### config.mk
export PLATFORM = sky130hd
export DESIGN_NAME = status_reg_flat
export DESIGN_NICKNAME = d
export VERILOG_FILES = /design/src/rtl/status_reg_if.sv /design/src/rtl/status_reg.sv /design/src/flat_wrapper.sv
export SDC_FILE = /design/constraint.sdc
export NUM_CORES = 1
export LEC_CHECK = 0
export BUFFER_PORTS_ARGS = -buffer_cell sky130_fd_sc_hd__buf_2
export CORE_UTILIZATION = 35
export DETAILED_ROUTE_END_ITERATION = 10
export PLACE_DENSITY = 0.82
export SLEW_MARGIN = 20
export SYNTH_ARGS = -nofsm -noshare
export SYNTH_HDL_FRONTEND = slang
export SYNTH_SLANG_ARGS = --single-unit
### constraint.sdc
create_clock -name i_Pclk -period 0.8 [get_ports i_Pclk]
set_input_delay 0.24 -clock i_Pclk [delete_from_list [all_inputs] [get_ports i_Pclk]]
set_output_delay 0.24 -clock i_Pclk [all_outputs]
set_load 0.01 [all_outputs]
### src/rtl/status_reg_if.sv
// Peripheral bus access port of the USRT configuration/status register.
// The master drives the access strobe and write data; the slave returns read data.
interface status_reg_if;
   logic       i_Enable;
   logic       i_Pwrite;
   logic [7:0] i_Data;
   logic       o_Enable;
   logic [7:0] o_Data;

   modport master (
      output i_Enable, i_Pwrite, i_Data,
      input  o_Enable, o_Data
   );

   modport slave (
      input  i_Enable, i_Pwrite, i_Data,
      output o_Enable, o_Data
   );
endinterface

### src/rtl/status_reg.sv
// USRT configuration/status register: one 8-bit control byte on the peripheral bus,
// with parity, stop-bit and baud-divider fields decoded for the TX/RX engines.
module status_reg #(
   parameter int CLK_HZ = 10_000_000,
   parameter int DIV_W  = 16
) (
   input  logic             i_Pclk,
   input  logic             i_Reset,
   status_reg_if.slave      bus,
   output logic             o_ParityEn,
   output logic             o_ParityOdd,
   output logic             o_TwoStop,
   output logic [DIV_W-1:0] o_BaudDiv
);

   // Quotient clamped into DIV_W bits; a zero divider would stall the bit timer.
   function automatic logic [DIV_W-1:0] div_sat(input longint baud);
      longint q;
      longint max_q;
      q     = longint'(CLK_HZ) / baud;
      max_q = (64'sd1 <<< DIV_W) - 64'sd1;
      if (q > max_q)
         div_sat = '1;
      else if (q < 64'sd1)
         div_sat = DIV_W'(1);
      else
         div_sat = q[DIV_W-1:0];
   endfunction

   localparam logic [DIV_W-1:0] DIV_4800  = div_sat(4800);
   localparam logic [DIV_W-1:0] DIV_9600  = div_sat(9600);
   localparam logic [DIV_W-1:0] DIV_19200 = div_sat(19200);
   localparam logic [DIV_W-1:0] DIV_38400 = div_sat(38400);

   logic [7:0] ctrl;
   logic       wr;
   logic       rd;

   assign wr = bus.i_Enable &  bus.i_Pwrite;
   assign rd = bus.i_Enable & ~bus.i_Pwrite;

   // Bus access stage: reserved bits are masked so they always read back as zero.
   always_ff @(posedge i_Pclk) begin
      if (i_Reset) begin
         ctrl         <= 8'h00;
         bus.o_Data   <= 8'h00;
         bus.o_Enable <= 1'b0;
      end else begin
         bus.o_Enable <= rd;
         if (wr)
            ctrl <= bus.i_Data & 8'h1F;
         if (rd)
            bus.o_Data <= ctrl;
      end
   end

   // Field decode straight off the stored byte, so fields follow the write edge.
   always_comb begin
      o_ParityEn  = ctrl[0];
      o_ParityOdd = ctrl[1];
      o_TwoStop   = ctrl[4];
      case (ctrl[3:2])
         2'b00:   o_BaudDiv = DIV_4800;
         2'b01:   o_BaudDiv = DIV_9600;
         2'b10:   o_BaudDiv = DIV_19200;
         default: o_BaudDiv = DIV_38400;
      endcase
   end

endmodule

### src/flat_wrapper.sv
// flat-port wrapper written by rule: the top's interface ports become plain ports
module status_reg_flat 
#(
   parameter int CLK_HZ = 10_000_000,
   parameter int DIV_W  = 16
)
  (i_Pclk, i_Reset, o_ParityEn, o_ParityOdd, o_TwoStop, o_BaudDiv, bus_i_Enable, bus_i_Pwrite, bus_i_Data, bus_o_Enable, bus_o_Data);
  status_reg_if bus_i ();
  input  logic i_Pclk;
  input  logic i_Reset;
  output logic o_ParityEn;
  output logic o_ParityOdd;
  output logic o_TwoStop;
  output logic [DIV_W-1:0] o_BaudDiv;
  input wire logic [$bits(bus_i.i_Enable)-1:0] bus_i_Enable;
  input wire logic [$bits(bus_i.i_Pwrite)-1:0] bus_i_Pwrite;
  input wire logic [$bits(bus_i.i_Data)-1:0] bus_i_Data;
  output wire logic [$bits(bus_i.o_Enable)-1:0] bus_o_Enable;
  output wire logic [$bits(bus_i.o_Data)-1:0] bus_o_Data;
  assign bus_i.i_Enable = bus_i_Enable;
  assign bus_i.i_Pwrite = bus_i_Pwrite;
  assign bus_i.i_Data = bus_i_Data;
  assign bus_o_Enable = bus_i.o_Enable;
  assign bus_o_Data = bus_i.o_Data;
  status_reg #(.CLK_HZ(CLK_HZ), .DIV_W(DIV_W)) u_core (.i_Pclk(i_Pclk), .i_Reset(i_Reset), .bus(bus_i), .o_ParityEn(o_ParityEn), .o_ParityOdd(o_ParityOdd), .o_TwoStop(o_TwoStop), .o_BaudDiv(o_BaudDiv));
endmodule
**Word-level counts from Yosys, hierarchy flattened**

Index checks and enable logic that the tools add are counted.
W data, S select, Z words.

- Register bits: 11
- Logic and storage cells: 10
- Input bits: 12

- Equal/unequal tests: 2
- Bitwise logic cells: 3
- Reductions and logical operators: 1
- Multiplexer cells: 1

Operator list:

| operator | number |
|---|---|
| $pmux W12 S3 | 1 |
| $and A1 B1 Y1 | 2 |
| $eq A2 B1 Y1 const B | 1 |
| $eq A2 B2 Y1 const B | 1 |
| $logic_not A2 Y1 | 1 |
| $not A1 Y1 | 1 |

**Logic depth before layout (Yosys ltp)**

Gate-level depths: netlist (run 1).

- Word-level depth: 2
- Depth in mapped cells: 3
- Depth with buffers taken out: 2

**Least setup slack after synthesis (run 1)**

OpenSTA, ideal clock, no wires.

- Path type: flip-flop to output port
- Start point: register u_core.ctrl[3]
- End point: output port o_BaudDiv[9]
- Setup slack: -254 ps
- Buffers on the path: 1
- Required time: 560 ps
- Arrival time: 814 ps
- Cell stages (with the launch flop): 4
- Cells stage by stage: dfxtp_1 > inv_1 > nor2_1 > buf_4

- Word-level cells in the longest chain between the ends: 2
- Elaborated cells between the ends (all ways): 4

Ends and longest elaborated chain:

| what | RTL line | source |
|---|---|---|
| start, declared | status_reg.sv:35 | `logic [7:0] ctrl;` |
| start signal, assigned | status_reg.sv:51 | `ctrl <= bus.i_Data & 8'h1F;` |
| $eq A2 B2 Y1 (tied with other cells) | status_reg.sv:62 | `case (ctrl[3:2])` |
| $pmux W12 S3 (*) | status_reg.sv:62 |  |
| end, declared | flat_wrapper.sv:14 | `output logic [DIV_W-1:0] o_BaudDiv;` |

Mark *: on every way between the ends. The rest lies on a longest branch, timed or not.

**Worst setup path after layout (run 1)**

- Start point: register u_core.ctrl[2]
- End point: output port o_BaudDiv[4]

The elaborated chain is that of the path after synthesis.

==> impl_results.md, run 1 <==
- Htree depth: 1
- Number of placed instances with taps included: 99
- I/O pin count: 40
- Violations in the final reports: negative setup slack
- Number of stages on the worst setup path: 2
- Buffer levels on the longest clock path: 2
- Fraction of post-synthesis cell area in the top cell type by area: 0.3885
- Non-filler instance count after layout: roughly 100
- Data arrival time at the worst-slack endpoint: about 0.9 ns
- Worst IR Drop VDD: approximately 0.86 mV
- Syn Inst Count: 61
- Syn Std Cell Area: 566.8 um^2
- Internal reg-to-reg setup slack: 0.12 ns
- Total GRT Usage: 0.1229
- Count of antenna-violating nets left after detailed routing: 0
- Die X: 42.24 um
- Via-per-instance ratio: 4.423
- FF+latch area: ~240 um^2
- Worst path buffer plus inverter count: 1
- Antenna violations before repair: 0
- Commonest non-fill, non-tap cell in the layout: sky130_fd_sc_hd__buf_2
- Data required time of the critical path: 0.56 ns
- Max-capacitance violation count: 0
- Biggest area consumer among synthesized cells: sky130_fd_sc_hd__dfxtp_1
- Overall power of the completed layout: 1.163 mW
- Yosys warning total: 0
- Final period util: 1.450
- Full die area: 1784 um^2
- Buffers added on ports: 27
- Crit Reg-Reg Endpoint: u_core.bus.o_Data[2]$_SDFFE_PP0P_
- Layout Skew: roughly 0.0029 ns
- DRC violation count after routing: 0
- Smallest setup slack after layout: -0.3602 ns
- GR Util met1: 0.1383
- Endpoint class of the critical path: output pin
- Area added between synthesis and finish: 42.83%
- Count of final hold-check violations: 0
- Combined area of the multi-input logic cells: 272.8 um^2
- Number of synthesized register bits: 11
- GRT Residual Overflow: 0
- Placement Rows: 14
- Delay contributed by the slowest stage of the critical path: around 0.39 ns
- Post-DR wirelength/cell: 9.808 um
- Maximum achievable frequency: roughly 860 MHz
- HPWL after detailed placement: 751.7 um
- Core region area: 1506 um^2
- Number of cells on the worst reg-to-reg path: 3
- Commonest cells after routing, fill and taps aside: sky130_fd_sc_hd__buf_2 (14), sky130_fd_sc_hd__buf_6 (13), sky130_fd_sc_hd__nand2b_1 (11)
- Dominant cells by area after synthesis: sky130_fd_sc_hd__dfxtp_1 (39%), sky130_fd_sc_hd__buf_4 (19%), sky130_fd_sc_hd__nand2b_1 (12%), sky130_fd_sc_hd__mux2i_1 (8.8%), sky130_fd_sc_hd__nand4b_1 (7.7%)
- Unrepaired setup endpoints after global routing: true
- Filler cell count in the final layout: roughly 150
- Outcome: finished with violations
- First-iteration detailed-routing DRC count: 2
- Min Clock Period, post-route: between 1 and 1.5 ns
- Hold bufs inserted after CTS: 0
- GR Util met3: 0.03017
- Sequential area share after synthesis: 0.3885
- Post-synthesis area per instance: 9.292 um^2
- Ordered cell list for the critical path: nor2b_4 > buf_2
- Layout cell share with drive strength beyond 1: 0.5682
- Number of vias after detailed routing: 460
- Pins over their slew limit: 0
- Library cell used as clock root buffer: sky130_fd_sc_hd__clkbuf_4
- Most used routing layer in global routing: met2
- CTS buffer count: 3
- CTS tree: done
- Yosys cell types: 14
- Setup tns final: -4.605 ns
- Leakage power total: between 0.3 and 0.4 nW
- Worst setup path endpoint: o_BaudDiv[4]
- Clock insertion delay at the later pin of the skew report: 0.26 ns
- Category of the worst setup path launch point: flop
- Power density over the cells: 1436 nW/um^2
- Class of the most critical hold timing path: input pin to flop
- Worst setup path start: u_core.ctrl[2]$_SDFFE_PP0P_
- Global-route wire length before repair: 1683 um
- Number of global-route vias before repair: 421
- Total iterations of the first detailed-routing run: 4
- Final antenna diode count: 0
- CTS Sinks: 11
- Reg-to-reg critical path startpoint: u_core.bus.o_Data[2]$_SDFFE_PP0P_
- Effective utilization at floorplan: 0.3762
- Setup violations, final: 19
- Slowest stage cell, crit path: sky130_fd_sc_hd__dfxtp_4
- Die extent in y: 42.24 um
- Crit path max fanout: 5
- Type of the worst setup path: flop to output pin
- Gate family responsible for the most delay along the worst path: flip-flops
- Nets@finish: between 100 and 150
- Final weighted congestion of routability-driven global placement: 0.7042
- Worst-path clk slew: 0.07 ns
- Final Routed Wirelength: approximately 1000 um
- Global Route met2 Usage: 0.2062
- Largest net degree at the start of global routing: 17
-- cells by family (layout without fill, tap and decap cells) --
kind of cell           after synthesis  after routing  share of synthesized area
AOI/OAI and AO/OA                    5              5                    0.04414
buffers and inverters               17             36                     0.2185
DFF                                 11             11                     0.3885
muxes                                5              5                    0.08830
other                                1              9                   0.006616
and+or+nand+nor                     22             22                     0.2539
-- registers in the layout, summed over array words and instances, names as in the netlist --
signal,flops
u_core.bus.o_Data,5
u_core.bus.o_Enable,1
u_core.ctrl,5
-- synth_stat cells --
master                     count
sky130_fd_sc_hd__dfxtp_1      11
sky130_fd_sc_hd__o21ai_0       5
sky130_fd_sc_hd__conb_1        1
sky130_fd_sc_hd__clkbuf_1      1
sky130_fd_sc_hd__buf_6         1
sky130_fd_sc_hd__nor2b_1       1
sky130_fd_sc_hd__mux2i_1       5
sky130_fd_sc_hd__buf_4        14
sky130_fd_sc_hd__nand2b_1     11
sky130_fd_sc_hd__and2_2        1
sky130_fd_sc_hd__inv_1         1
sky130_fd_sc_hd__nand4b_1      5
sky130_fd_sc_hd__and2_1        1
sky130_fd_sc_hd__nor2_1        3
-- layout make-up --
| class | count | area share |
|---|---|---|
| multi-input combinational | 41 | 0.3369 |
| timing repair buffer | 31 | 0.3045 |
| sequential | 11 | 0.2937 |
| clock buffer | 4 | 0.03246 |
| tap | 16 | 0.02473 |
| inverter | 1 | 0.007728 |
-- per-layer routing --
metal  up-vias  share of wire
met2        24           0.50
li1        232              -
met5         -              0
met3         2          0.075
met1       202           0.42
met4         0         0.0039
-- worst min path at each step --
stage,startpoint,to,depth (start not counted)
2_1_floorplan,bus_i_Enable,u_core.ctrl[3]$_SDFFE_PP0P_,2
3_3_place_gp,u_core.bus.o_Data[1]$_SDFFE_PP0P_,u_core.bus.o_Data[1]$_SDFFE_PP0P_,2
3_5_place_dp,u_core.bus.o_Data[2]$_SDFFE_PP0P_,u_core.bus.o_Data[2]$_SDFFE_PP0P_,2
4_1_cts,bus_i_Data[4],u_core.ctrl[4]$_SDFFE_PP0P_,3
5_1_grt,bus_i_Data[4],u_core.ctrl[4]$_SDFFE_PP0P_,3
6_report,bus_i_Data[4],u_core.ctrl[4]$_SDFFE_PP0P_,3
-- tightest hold or removal path: stages --
cell                       delay, ns
sky130_fd_sc_hd__buf_2          0.08
sky130_fd_sc_hd__nand4b_1       0.08
sky130_fd_sc_hd__o21ai_0        0.07
-- power breakdown --
group | internal (mW) | total, mW | switching [mW]
logic | 0.106 | 0.207 | 0.100
clock network | 0.193 | 0.372 | 0.179
registers | 0.565 | 0.584 | 0.0190
total | 0.864 | 1.16 | 0.298
-- repair_timing --
item	4_1_cts	5_1_grt
buffers inserted	0	1
gates resized for setup	22	1
pin swaps	0	1
setup endpoints to repair	19	19
-- per-stage QoR --
step	hold WS, ns	utilization	area, um^2	setup WS (ns)
global route	0.2630	0.5374	809.5	-0.4065
floorplan	0.3967	-	625.6	-0.1125
detailed placement	0.4645	0.4510	679.4	-0.1897
global placement	0.4623	0.4510	679.4	-0.1617
finish	0.2345	0.5374	809.5	-0.3602
CTS	0.2244	0.5307	799.5	-0.3797
No activity file was read; power rests on OpenSTA's default activity.
==> run 2, diff against run 1 <==
Clock period 0.8 ns to 1 ns, I/O delays scaled along.
==> run 2 against run 1 <==
Effect of this change: the flow still finishes with violations (negative setup slack); cell count down 0.96%; die area unchanged; register-to-register slack better by 0.18 ns; global-route usage down 0.056 points; sequential share of layout area up 1.5 points; sequential cell count unchanged; sequential power down 20%; hold slack better by 0.068 ns; routed wire length up 1.3%.
==> impl_results.md, run 2 (synthesized netlist as in run 1, its figures left out) <==
- Outcome: finished with violations
- Violations in the final reports: negative setup slack
- DRC violation count after routing: 0 (unchanged)
- Total GRT Usage: 0.1223 (-0.0005637)
- Crit path max fanout: 5 (unchanged)
- Count of antenna-violating nets left after detailed routing: 0 (unchanged)
- Pins over their slew limit: 0 (unchanged)
- CTS Sinks: 11 (unchanged)
- Total iterations of the first detailed-routing run: 4 (unchanged)
- GRT Residual Overflow: 0 (unchanged)
- Commonest cells after routing, fill and taps aside: sky130_fd_sc_hd__buf_2 (17), sky130_fd_sc_hd__nand2b_1 (11), sky130_fd_sc_hd__buf_6 (10)
- Setup violations, final: 11 (-8)
- Setup Slack @ Placement: -0.04608 ns (+0.1436 ns)
- Endpoint class of the critical path: output pin
- CTS tree: done
- Layout Skew: 0.002140 ns (-0.0007220 ns)
- Post-DR wirelength/cell: 10.03 um (+2.3%)
- Category of the worst setup path launch point: flop
- Largest net degree at the start of global routing: 17 (unchanged)
- Die extent in y: 42.24 um (unchanged)
- Placement Rows: 14 (unchanged)
- Die X: 42.24 um (unchanged)
- Smallest setup slack after layout: -0.2209 ns (+0.1393 ns)
- Overall power of the completed layout: 909.4 uW (-22%)
- Data arrival time at the worst-slack endpoint: 0.92 ns (about the same)
- Power density over the cells: 1180 nW/um^2 (-18%)
- Data required time of the critical path: 0.70 ns (+0.14 ns)
- Buffer levels on the longest clock path: 2 (unchanged)
- Dpl cell area: 651.9 um^2 (-4.1%)
- Core region area: 1506 um^2 (unchanged)
- Commonest non-fill, non-tap cell in the layout: sky130_fd_sc_hd__buf_2
- Worst-path clk slew: 0.07 ns (about the same)
- Layout Utilization: 0.5116 (-0.02575)
- Nets@finish: 100 (-0.99%)
- I/O pin count: 40 (unchanged)
- Unrepaired setup endpoints after global routing: true
- Antenna violations before repair: 0 (unchanged)
- Leakage power total: 0.3724 nW (-3.2%)
- Worst IR Drop VDD: 0.4083 mV (-52%)
- Final weighted congestion of routability-driven global placement: 0.6598 (-6.3%)
- First-iteration detailed-routing DRC count: 6 (+4)
- Maximum achievable frequency: 819.1 MHz
- Layout cell share with drive strength beyond 1: 0.5632 (-0.004963)
- Buffers added on ports: 27 (unchanged)
- Number of vias after detailed routing: 458 (-0.43%)
- Max-capacitance violation count: 0 (unchanged)
- Biggest registers after layout: u_core.bus.o_Data (5), u_core.ctrl (5), u_core.bus.o_Enable (1)
- Global-route wire length before repair: 1642 um (-2.4%)
- Final antenna diode count: 0 (unchanged)
- Library cell used as clock root buffer: sky130_fd_sc_hd__clkbuf_4
- Final period util: 1.221
- Class of the most critical hold timing path: input pin to flop
- Clock insertion delay at the later pin of the skew report: 0.26 ns (about the same)
- Final Routed Wirelength: 1033 um (+1.3%)
- Final instance area: 770.7 um^2 (-4.8%)
- Full die area: 1784 um^2 (unchanged)
- Area added between synthesis and finish: 35.98%
- Filler cell count in the final layout: 154 (+6.2%)
- Count of final hold-check violations: 0 (unchanged)
- CTS buffer count: 3 (unchanged)
- Min Clock Period, post-route: 1.221 ns
- Internal reg-to-reg setup slack: 0.30 ns (+0.18 ns)
- HPWL after detailed placement: 773.7 um (+2.9%)
- Htree depth: 1 (unchanged)
- Effective utilization at floorplan: 0.3762 (unchanged)
- Type of the worst setup path: flop to output pin
- Via-per-instance ratio: 4.447 (+0.53%)
- Number of global-route vias before repair: 407 (-3.3%)
- Hold bufs inserted after CTS: 0 (unchanged)
## run 2: cell types whose count changed in the layout (fill, tap and decap cells not counted), sizes merged
cell,before,now
buf,31,30
## run 2: layer usage
| layer | routed length [um] | vias up | part of all wire | global-route usage |
|---|---|---|---|---|
| li1 | - | 229 | - | - |
| met1 | 432 | 211 | 0.42 | 0.1367 |
| met2 | 546 | 18 | 0.53 | 0.2092 |
| met3 | 54 | 0 | 0.052 | 0.02586 |
| met4 | 0 | 0 | 0 | 0.07500 |
| met5 | 0 | - | 0 | 0 |
## run 2: path summary, 6_finish.rpt
kind,start,depth (start not counted),endpoint
min,bus_i_Data[0],3,u_core.ctrl[0]$_SDFFE_PP0P_
max,u_core.ctrl[3]$_SDFFE_PP0P_,3,o_BaudDiv[9]
min reg2reg,u_core.bus.o_Data[3]$_SDFFE_PP0P_,2,u_core.bus.o_Data[3]$_SDFFE_PP0P_
max reg2reg,u_core.ctrl[3]$_SDFFE_PP0P_,2,u_core.ctrl[3]$_SDFFE_PP0P_
## run 2: stage by stage
| stage | hold WS [ns] | setup TNS [ns] | std cells |
|---|---|---|---|
| 2_1_floorplan | 0.4577 | -0.1671 | 69 |
| 3_3_place_gp | 0.4581 | -0.1809 | 98 |
| 3_5_place_dp | 0.4625 | -0.2427 | 98 |
| 4_1_cts | 0.3005 | -2.156 | 102 |
| 5_1_grt | 0.3134 | -2.647 | 103 |
| 6_report | 0.3020 | -1.909 | 103 |
## run 2: worst max-delay path, cell delays in order (launching register included)
cell and delay, ns:
sky130_fd_sc_hd__dfxtp_4 0.38, sky130_fd_sc_hd__inv_2 0.04, sky130_fd_sc_hd__nor2_2 0.09, sky130_fd_sc_hd__buf_2 0.14
## run 2: area by class of cell
class	instances	area (um^2)	share of cell area
multi-input cells	41	262.8	0.3409
flip-flops and latches	11	237.7	0.3084
repair buffers	30	220.2	0.2857
clock buffers	4	26.28	0.03409
well taps	16	20.02	0.02597
inverters	1	3.754	0.004870
## run 2: power by group
part	internal, mW	total (mW)	leakage [nW]	switching, mW
Sequential	0.452	0.466	0.0947	0.0132
Combinational	0.0742	0.153	0.263	0.0793
Clock	0.154	0.290	0.0150	0.136
Total	0.681	0.909	0.372	0.229
## run 2: what timing repair did
action | 4_1_cts | 5_1_grt
gates cloned | 0 | 0
endpoints found under the setup margin | 18 | 19
buffers inserted | 0 | 1
gates resized for setup | 20 | 5
